**config.mk**
```make
export PLATFORM = sky130hd
export DESIGN_NAME = branch_predict_ctrl
export DESIGN_NICKNAME = d
export VERILOG_FILES = /design/src/rtl/branch_predict_ctrl.sv
export SDC_FILE = /design/constraint.sdc
export NUM_CORES = 1
export LEC_CHECK = 0
export BUFFER_PORTS_ARGS = -buffer_cell sky130_fd_sc_hd__buf_4
export CAP_MARGIN = 20
export CORE_MARGIN = 1
export CORE_UTILIZATION = 35
export CTS_BUF_LIST = sky130_fd_sc_hd__clkbuf_4
export DETAILED_ROUTE_END_ITERATION = 8
export PLACE_DENSITY = 0.63
export SYNTH_ARGS = -nofsm -noshare
export SYNTH_HDL_FRONTEND = slang
export SYNTH_SLANG_ARGS = --single-unit
export TNS_END_PERCENT = 100
```
**constraint.sdc**
```tcl
create_clock -name clk -period 2.8 [get_ports clk]
set_input_delay 0.28 -clock clk [delete_from_list [all_inputs] [get_ports clk]]
set_output_delay 0.28 -clock clk [all_outputs]
set_load 0.01 [all_outputs]
```
**src/rtl/branch_predict_ctrl.sv**
```systemverilog
// Bimodal branch predictor: a table of 2-bit saturating counters, swept to weakly-not-taken after reset.
// Optional gshare indexing (global history XOR PC) is enabled by defining BPRED_GSHARE_EN.
module branch_predict_ctrl #(
  parameter int IDX_BITS = 5,
  parameter int CNT_BITS = 16
) (
  input  logic                clk,
  input  logic                rst,
  input  logic [31:0]         pred_pc,
  output logic                pred_taken,
  output logic [IDX_BITS-1:0] pred_idx,
  output logic                ready,
  input  logic                upd_valid,
  input  logic [IDX_BITS-1:0] upd_idx,
  input  logic                upd_taken,
  input  logic                upd_mispredict,
  output logic [CNT_BITS-1:0] mispredict_cnt
);

  localparam int DEPTH = 2 ** IDX_BITS;

  typedef enum logic {
    INIT,
    RUN
  } state_t;

  state_t              state_q, state_d;
  logic [IDX_BITS-1:0] init_ptr_q, init_ptr_d;
  logic [CNT_BITS-1:0] cnt_q, cnt_d;
  logic [1:0]          pht_q [DEPTH];

  logic                pht_we;
  logic [IDX_BITS-1:0] pht_waddr;
  logic [1:0]          pht_wdata;
  logic [1:0]          upd_old;
  logic                unused_pc_bits;

  assign unused_pc_bits = ^{pred_pc[31:IDX_BITS+2], pred_pc[1:0]};

`ifdef BPRED_GSHARE_EN
  logic [IDX_BITS-1:0] ghr_q, ghr_d;
  assign pred_idx = pred_pc[IDX_BITS+1:2] ^ ghr_q;
`else
  assign pred_idx = pred_pc[IDX_BITS+1:2];
`endif

  // Combinational read of the registered table; a same-cycle update is not bypassed.
  assign ready          = (state_q == RUN);
  assign pred_taken     = ready & pht_q[pred_idx][1];
  assign mispredict_cnt = cnt_q;
  assign upd_old        = pht_q[upd_idx];

  always_comb begin
    state_d    = state_q;
    init_ptr_d = init_ptr_q;
    cnt_d      = cnt_q;
    pht_we     = 1'b0;
    pht_waddr  = init_ptr_q;
    pht_wdata  = 2'b01;
`ifdef BPRED_GSHARE_EN
    ghr_d      = ghr_q;
`endif
    case (state_q)
      INIT: begin
        pht_we     = 1'b1;
        init_ptr_d = init_ptr_q + 1'b1;
        if (init_ptr_q == {IDX_BITS{1'b1}}) begin
          state_d = RUN;
        end
      end
      RUN: begin
        if (upd_valid) begin
          pht_we    = 1'b1;
          pht_waddr = upd_idx;
          if (upd_taken) begin
            pht_wdata = (upd_old == 2'b11) ? 2'b11 : upd_old + 2'b01;
          end else begin
            pht_wdata = (upd_old == 2'b00) ? 2'b00 : upd_old - 2'b01;
          end
`ifdef BPRED_GSHARE_EN
          ghr_d = {ghr_q[IDX_BITS-2:0], upd_taken};
`endif
          if (upd_mispredict && (cnt_q != {CNT_BITS{1'b1}})) begin
            cnt_d = cnt_q + 1'b1;
          end
        end
      end
      default: state_d = INIT;
    endcase
  end

  always_ff @(posedge clk) begin
    if (rst) begin
      state_q    <= INIT;
      init_ptr_q <= '0;
      cnt_q      <= '0;
`ifdef BPRED_GSHARE_EN
      ghr_q      <= '0;
`endif
    end else begin
      state_q    <= state_d;
      init_ptr_q <= init_ptr_d;
      cnt_q      <= cnt_d;
`ifdef BPRED_GSHARE_EN
      ghr_q      <= ghr_d;
`endif
    end
  end

  // Table has no reset of its own; the INIT sweep defines every entry.
  always_ff @(posedge clk) begin
    if (!rst && pht_we) begin
      pht_q[pht_waddr] <= pht_wdata;
    end
  end

endmodule

```
==> metrics.md, run 1 <==
| Metric | Value |
|---|---|
| Synth cell types | `41` |
| Max Slew Vio Count | `0` |
| Crit path cell chain | `mux4_2 > mux4_2 > mux2i_1 > nor2b_1 > buf_4` |
| Multiplexer area fraction after synthesis | `0.146` |
| # fillers | `1103` |
| Largest family of logic cells by synthesized area | `multiplexers` |
| Initial antenna violation count | `0` |
| Status | `finished with violations` |
| Cell Rows | `39` |
| Post-synthesis xor/xnor area fraction | `0.0316` |
| CP max stage cell | `mux4_2` |
| Final non-filler cell total | `535` |
| Core footprint | `11500 sq um` |
| Unrepaired setup endpoints after global routing | `no` |
| Post-synthesis compound-gate area fraction | `0.0610` |
| Final Hold Fails | `0` |
| Worst path most repeated cell | `mux4_2` |
| Top_reg_cell synth | `edfxtp_1` |
| Post-synth EDFFs | `64` |
| Critical path fanouts, max | `2` |
| H-tree depth | `3` |
| Syn Nets | `393` |
| Total CTS buffers | `9` |
| Hold path cells | `2` |
| Largest net degree at the start of global routing | `33` |
| Die H | `111 um` |
| Drt wl/cell | `16.2 um` |
| Critical Path RT | `2.52 ns` |
| Top cell type's share of synthesized area | `0.462` |
| N_diodes | `0` |
| Syn Inst Count | `348` |
| Area delta synth->final | `14.3%` |
| Total track usage | `0.147` |
| First-pass GRT wire length | `14000 um` |
| Clock insertion delay at the later pin of the skew report | `0.43 ns` |
| CTS Buffer Depth | `2` |
| Max rail drop VDD | `0.243 mV` |
| Clock skew | `0.0197 ns` |
| Grt total ovfl | `0` |
| Max Cap Violations | `0` |
| Port bufs | `37` |
| Fmax | `0.368 GHz` |
| DP Wirelength | `6210 um` |
| Failing checks | `DRC` |
| Worst hold path startpoint | `rst` |
| Simple-gate share of the synthesized area | `0.145` |
| Mapped Area | `4160 sq um` |
| R2R Path Start | `pht_q[6][1]$_DFFE_PP_` |
| Reg2reg setup slack | `0.49 ns` |
| Routability cong. | `0.843` |
| Drt first pass iters | `6` |
| Leakage | `0.00177 uW` |
| Hold Crit Class | `in -> reg` |
| Die width | `111 um` |
| Depth of the worst register-to-register path | `7` |
| Sequential area share after synthesis | `0.568` |
| Reg clk slew, reported paths | `0.13 ns` |
| CP Class | `reg -> out` |
| PwrDens | `499 nW/um^2` |
| Initial Utilization | `0.361` |
| Vias in the first global route | `2669` |
| Util after Layout | `0.413` |
| Fraction of layout cells with a size suffix above 1 | `0.202` |
| Period utilization | `0.972` |
| DIE AREA | `12300 sq um` |
| FF-to-FF End | `pht_q[9][1]$_DFFE_PP_` |
| Via-to-Cell Ratio | `5.17` |
| Worst Setup Start Kind | `register` |
| Root buffer cell | `clkbuf_4` |
| Warnings from Yosys | `0` |
| Placed insts | `518` |
| Slowest stage delay, CP | `0.54 ns` |
| # hold bufs at CTS | `0` |
| Critical path arrival | `2.44 ns` |
| Number of top-level pins | `65` |
| Setup_tns | `0 ns` |
| Worst-Margin Slew | `0.649 ns` |
| Aggregate routed wire length | `8640 um` |
| Nets@finish | `432` |
| PnR worst setup slack | `0.0795 ns` |
| Worst path top cell family by delay | `multiplexers` |
| Synthesized area per cell | `12.0 sq um` |
| Rel. slew slack | `0.567` |
| Synth Area in Adders | `0.0117` |
| Kind of end point of the critical path | `primary output` |
| Final setup fails | `0` |
| DP Worst Slack | `-0.111 ns` |
| Synth top area cells | `edfxtp_1, dfxtp_1, mux2i_1` |
| Total setup buffers inserted after CTS | `0` |
| CTS sink count | `86` |
| Hold EP | `mispredict_cnt[9]$_SDFFE_PP0P_` |
| DRC Markers | `6` |
| Via count | `2766` |
| Initial drt markers | `224` |
| Async set or reset register ratio after synthesis | `0` |
| TritonCTS clock tree | `built` |
| Post-CTS sizing | `0` |
| Bufs and invs on worst path | `1` |
| Final worst path period need | `2.72 ns` |
| FF+latch count, synth | `86` |
| Cell accounting for the most synthesized area | `edfxtp_1` |
| Final ANT Viol Nets | `0` |
## per-stage QoR
step                      hold slack, ns  instance area (sq um)  power (uW)
final                              0.200                   4750        2370
after global routing               0.176                   4750        2450
after CTS                          0.174                   4740        2400
after detailed placement           0.510                   4570        1580
after global placement             0.496                   4570        1580
after floorplan                    0.349                   4160        1520
## per-layer routing
layer  part of all wire  global-route usage  wire [um]  vias to the layer above
li1                   -                   -          -                     1345
met1               0.44               0.197       3780                     1304
met2               0.47               0.236       4090                      110
met3              0.080              0.0426        692                        7
met4             0.0096              0.0369         83                        0
met5                  0                   0          0                        -
## cells in the mapped netlist, types with 2 or more instances
library cell,instances
edfxtp_1,64
nor2_1,61
mux2i_1,38
nand2_1,34
dfxtp_1,22
a22oi_1,11
nand3_1,11
mux4_2,10
a21oi_1,9
buf_4,8
xor2_1,8
xnor2_1,7
nor2b_1,6
clkbuf_1,5
o21ai_0,5
and3_1,4
buf_2,4
nand2b_1,4
nand4_1,4
nor3_1,4
ha_1,3
inv_1,3
or3_1,3
and2_1,2
nand3b_1,2
## area by class of cell
class	instances	area (sq um)	share of cell area
Timing Repair Buffer	48	389	0.0818
Inverter	3	11.3	0.00237
Multi-Input combinational cell	239	1640	0.346
Clock buffer	9	67.6	0.0142
Clock inverter	7	103	0.0216
Sequential cell	86	2360	0.497
Tap cell	143	179	0.0376
## worst max-delay path by stage
stage	slack, ns	start	cells past startpoint	endpoint
finish	0.08	pht_q[19][1]$_DFFE_PP_	5	pred_taken
global route	0.01	pht_q[19][1]$_DFFE_PP_	5	pred_taken
CTS	0.08	pht_q[19][1]$_DFFE_PP_	5	pred_taken
detailed placement	-0.11	upd_idx[1]	9	pht_q[17][1]$_DFFE_PP_
global placement	-0.04	upd_idx[1]	9	pht_q[12][1]$_DFFE_PP_
floorplan	0.22	upd_idx[1]	8	pht_q[0][0]$_DFFE_PP_
## flip-flops by register name, indices dropped and copies added, names as in the netlist
register        count
mispredict_cnt     16
ready               1
pht_q              64
init_ptr_q          5
## cell families after synthesis
kind of cell	after synthesis
flip-flops	86
multiplexers	48
AO/OA/AOI/OAI	35
buffers and inverters	23
adder cells (fa/ha/maj)	4
AND/OR/NAND/NOR	137
XOR/XNOR	15
## placed cells by master, fill, tap and decap left out, drive strengths merged, types with 2 or more instances in the layout
cell type  count
clkinv         2
a22oi         11
xor2           8
o21ai          6
ha             3
nand3b         2
nor2b          6
nand3         11
mux4          10
dfxtp         22
clkbuf         9
nor3           4
buf           48
a21oi          9
or3            3
nand4          4
nand2         35
inv            6
xnor2          7
nor2          62
bufinv         2
and3           4
mux2i         38
nand2b         4
edfxtp        64
and2           2
## report_power, final
group / internal (uW) / switching, uW
combinational: 84.9 / 102
clock: 375 / 448
sequential: 1360 / 6.53
total: 1820 / 557
(Power assumes the default switching activity.)
==> inputs of run 2 (changes only) <==
--- a/config.mk
+++ b/config.mk
@@ -8,10 +8,10 @@
 export BUFFER_PORTS_ARGS = -buffer_cell sky130_fd_sc_hd__buf_4
 export CAP_MARGIN = 20
 export CORE_MARGIN = 1
-export CORE_UTILIZATION = 35
+export CORE_UTILIZATION = 50
 export CTS_BUF_LIST = sky130_fd_sc_hd__clkbuf_4
 export DETAILED_ROUTE_END_ITERATION = 8
-export PLACE_DENSITY = 0.63
+export PLACE_DENSITY = 0.81
 export SYNTH_ARGS = -nofsm -noshare
 export SYNTH_HDL_FRONTEND = slang
 export SYNTH_SLANG_ARGS = --single-unit
==> metrics.md, run 2 (same netlist as run 1, synthesis figures left out) <==
| Metric | Value |
|---|---|
| Status | `completed (was finished with violations)` |
| Max Slew Vio Count | `0 (unchanged)` |
| R2R Path Start | `ready$_SDFF_PP0_ (was pht_q[6][1]$_DFFE_PP_)` |
| Design Area, Final | `4670 sq um (was 4750 sq um)` |
| Worst Setup Start Kind | `register (unchanged)` |
| Aggregate routed wire length | `8930 um (was 8640 um)` |
| DRC Markers | `0 (was 6)` |
| Met1 usage | `0.280 (was 0.197)` |
| Via-to-Cell Ratio | `5.87 (was 5.17)` |
| Worst hold path startpoint | `rst (unchanged)` |
| Net Sw Power | `528 uW (was 557 uW)` |
| Setup_tns | `0 ns (unchanged)` |
| Final Hold Fails | `0 (unchanged)` |
| H-tree depth | `3 (unchanged)` |
| Die width | `93.2 um (was 111 um)` |
| M3 GR Usage | `0.0528 (was 0.0426)` |
| Sw Share | `0.235 (was 0.234)` |
| Clk pwr share | `0.310 (was 0.347)` |
| Root buffer cell | `clkbuf_4 (unchanged)` |
| Routability cong. | `0.846 (was 0.843)` |
| Reg2reg setup slack | `0.54 ns (was 0.49 ns)` |
| Worst-Margin Slew | `0.754 ns (was 0.649 ns)` |
| Period utilization | `0.979 (was 0.972)` |
| Critical Path RT | `2.52 ns (about the same)` |
| Flop pwr share | `0.607 (was 0.575)` |
| Fraction of layout cells with a size suffix above 1 | `0.195 (was 0.202)` |
| Most frequent cells in the layout | `edfxtp_1, nor2_1, buf_4, mux2i_1, nand2_1 (unchanged)` |
| Core footprint | `7890 sq um (was 11500 sq um)` |
| # hold bufs at CTS | `0 (unchanged)` |
| Critical path arrival | `2.46 ns (was 2.44 ns)` |
| Via count | `2889 (was 2766)` |
| Final worst path period need | `2.74 ns (was 2.72 ns)` |
| Placed insts | `475 (was 518)` |
| Clock insertion delay at the later pin of the skew report | `0.43 ns (about the same)` |
| Hold Crit Class | `in -> reg (unchanged)` |
| P_int | `1720 uW (was 1820 uW)` |
| Kind of end point of the critical path | `primary output (unchanged)` |
| Critical path fanouts, max | `2 (unchanged)` |
| Post-CTS sizing | `0 (unchanged)` |
| Met2 Use GR | `0.358 (was 0.236)` |
| Vias in the first global route | `2815 (was 2669)` |
| DP Wirelength | `6170 um (was 6210 um)` |
| First-pass GRT wire length | `14100 um (was 14000 um)` |
| Depth of the worst register-to-register path | `4 (was 7)` |
| DIE AREA | `8690 sq um (was 12300 sq um)` |
| Hold path cells | `2 (unchanged)` |
| Initial drt markers | `161 (was 224)` |
| Reg clk slew, reported paths | `0.13 ns (about the same)` |
| CTS sink count | `86 (unchanged)` |
| CP Class | `reg -> out (unchanged)` |
| Nets@finish | `430 (was 432)` |
| Final non-filler cell total | `492 (was 535)` |
| Combinational power share | `0.083 (was 0.079)` |
| Final ANT Viol Nets | `0 (unchanged)` |
| N_diodes | `0 (unchanged)` |
| CTS Buffer Depth | `2 (unchanged)` |
| Max rail drop VDD | `0.265 mV (was 0.243 mV)` |
| # fillers | `630 (was 1103)` |
| Area after DPL | `4520 sq um (was 4570 sq um)` |
| Drt first pass iters | `4 (was 6)` |
| Grt total ovfl | `0 (unchanged)` |
| Initial Utilization | `0.528 (was 0.361)` |
| Total setup buffers inserted after CTS | `0 (unchanged)` |
| Max reg flops | `64 (unchanged)` |
| Total CTS buffers | `9 (unchanged)` |
| Port bufs | `37 (unchanged)` |
| FF-to-FF End | `pht_q[12][0]$_DFFE_PP_ (was pht_q[9][1]$_DFFE_PP_)` |
| Die H | `93.2 um (was 111 um)` |
| Max Cap Violations | `0 (unchanged)` |
| PwrDens | `482 nW/um^2 (was 499 nW/um^2)` |
| TritonCTS clock tree | `built (unchanged)` |
| Drt wl/cell | `18.2 um (was 16.2 um)` |
| Largest Register | `pht_q (unchanged)` |
| Commonest non-fill, non-tap cell in the layout | `edfxtp_1 (unchanged)` |
| Fmax | `0.365 GHz (was 0.368 GHz)` |
| Largest net degree at the start of global routing | `33 (unchanged)` |
| Unrepaired setup endpoints after global routing | `no (unchanged)` |
| Area delta synth->final | `12.2% (was 14.3%)` |
| Tot Pwr | `2250 uW (was 2370 uW)` |
| Rel. slew slack | `0.496 (was 0.567)` |
| Initial antenna violation count | `0 (unchanged)` |
| Leakage | `0.00175 uW (was 0.00177 uW)` |
| Number of top-level pins | `65 (unchanged)` |
| Total track usage | `0.223 (was 0.147)` |
| Cell Rows | `32 (was 39)` |
| Final setup fails | `0 (unchanged)` |
| GRT Max-Usage Layer | `met2 (unchanged)` |
| Clock skew | `0.0129 ns (was 0.0197 ns)` |
| Util after Layout | `0.592 (was 0.413)` |
| Hold EP | `mispredict_cnt[13]$_SDFFE_PP0P_ (was mispredict_cnt[9]$_SDFFE_PP0P_)` |
run 2: worst max-delay path by stage:
stage	from	end	slack (ns)	depth (start not counted)
global placement	upd_idx[1]	pht_q[1][1]$_DFFE_PP_	0.005	8
CTS	pht_q[12][1]$_DFFE_PP_	pred_taken	0.08	5
detailed placement	upd_idx[1]	pht_q[0][1]$_DFFE_PP_	-0.16	9
global route	pht_q[12][1]$_DFFE_PP_	pred_taken	0.01	5
floorplan	upd_idx[1]	pht_q[0][0]$_DFFE_PP_	0.22	8
finish	pht_q[12][1]$_DFFE_PP_	pred_taken	0.06	5
run 2: critical path: stages (launching register included):
cell and delay [ns]:
edfxtp_1 0.44, mux4_2 0.49, mux4_2 0.50, mux2i_1 0.34, nor2b_1 0.10, buf_4 0.16
run 2: final cells by class:
cell class / instances / area, sq um / share of cell area
multi-input combinational: 239 / 1640 / 0.352
inverter: 3 / 11.3 / 0.00241
timing repair buffer: 46 / 390 / 0.0836
clock inverter: 6 / 61.3 / 0.0131
clock buffer: 10 / 75.1 / 0.0161
tap: 102 / 128 / 0.0273
sequential: 86 / 2360 / 0.506
run 2: routing by layer:
layer	wire length, um	vias to the layer above
met3	701	19
met2	4350	147
met1	3690	1383
li1	-	1340
met5	0	-
met4	187	0
run 2: per-stage QoR:
stage | setup slack [ns] | hold slack (ns)
finish | 0.0580 | 0.177
global route | 0.0132 | 0.154
CTS | 0.0785 | 0.151
detailed placement | -0.157 | 0.505
global placement | 0.00502 | 0.493
floorplan | 0.224 | 0.349
run 2: power by group through the flow:
stage / Sequential (uW) / Clock (uW) / Combinational (uW)
after CTS: 1360 / 713 / 186
after floorplan: 1390 / 0 / 127
final: 1360 / 698 / 188
after global routing: 1370 / 766 / 202
after detailed placement: 1390 / 0 / 185
after global placement: 1390 / 0 / 179
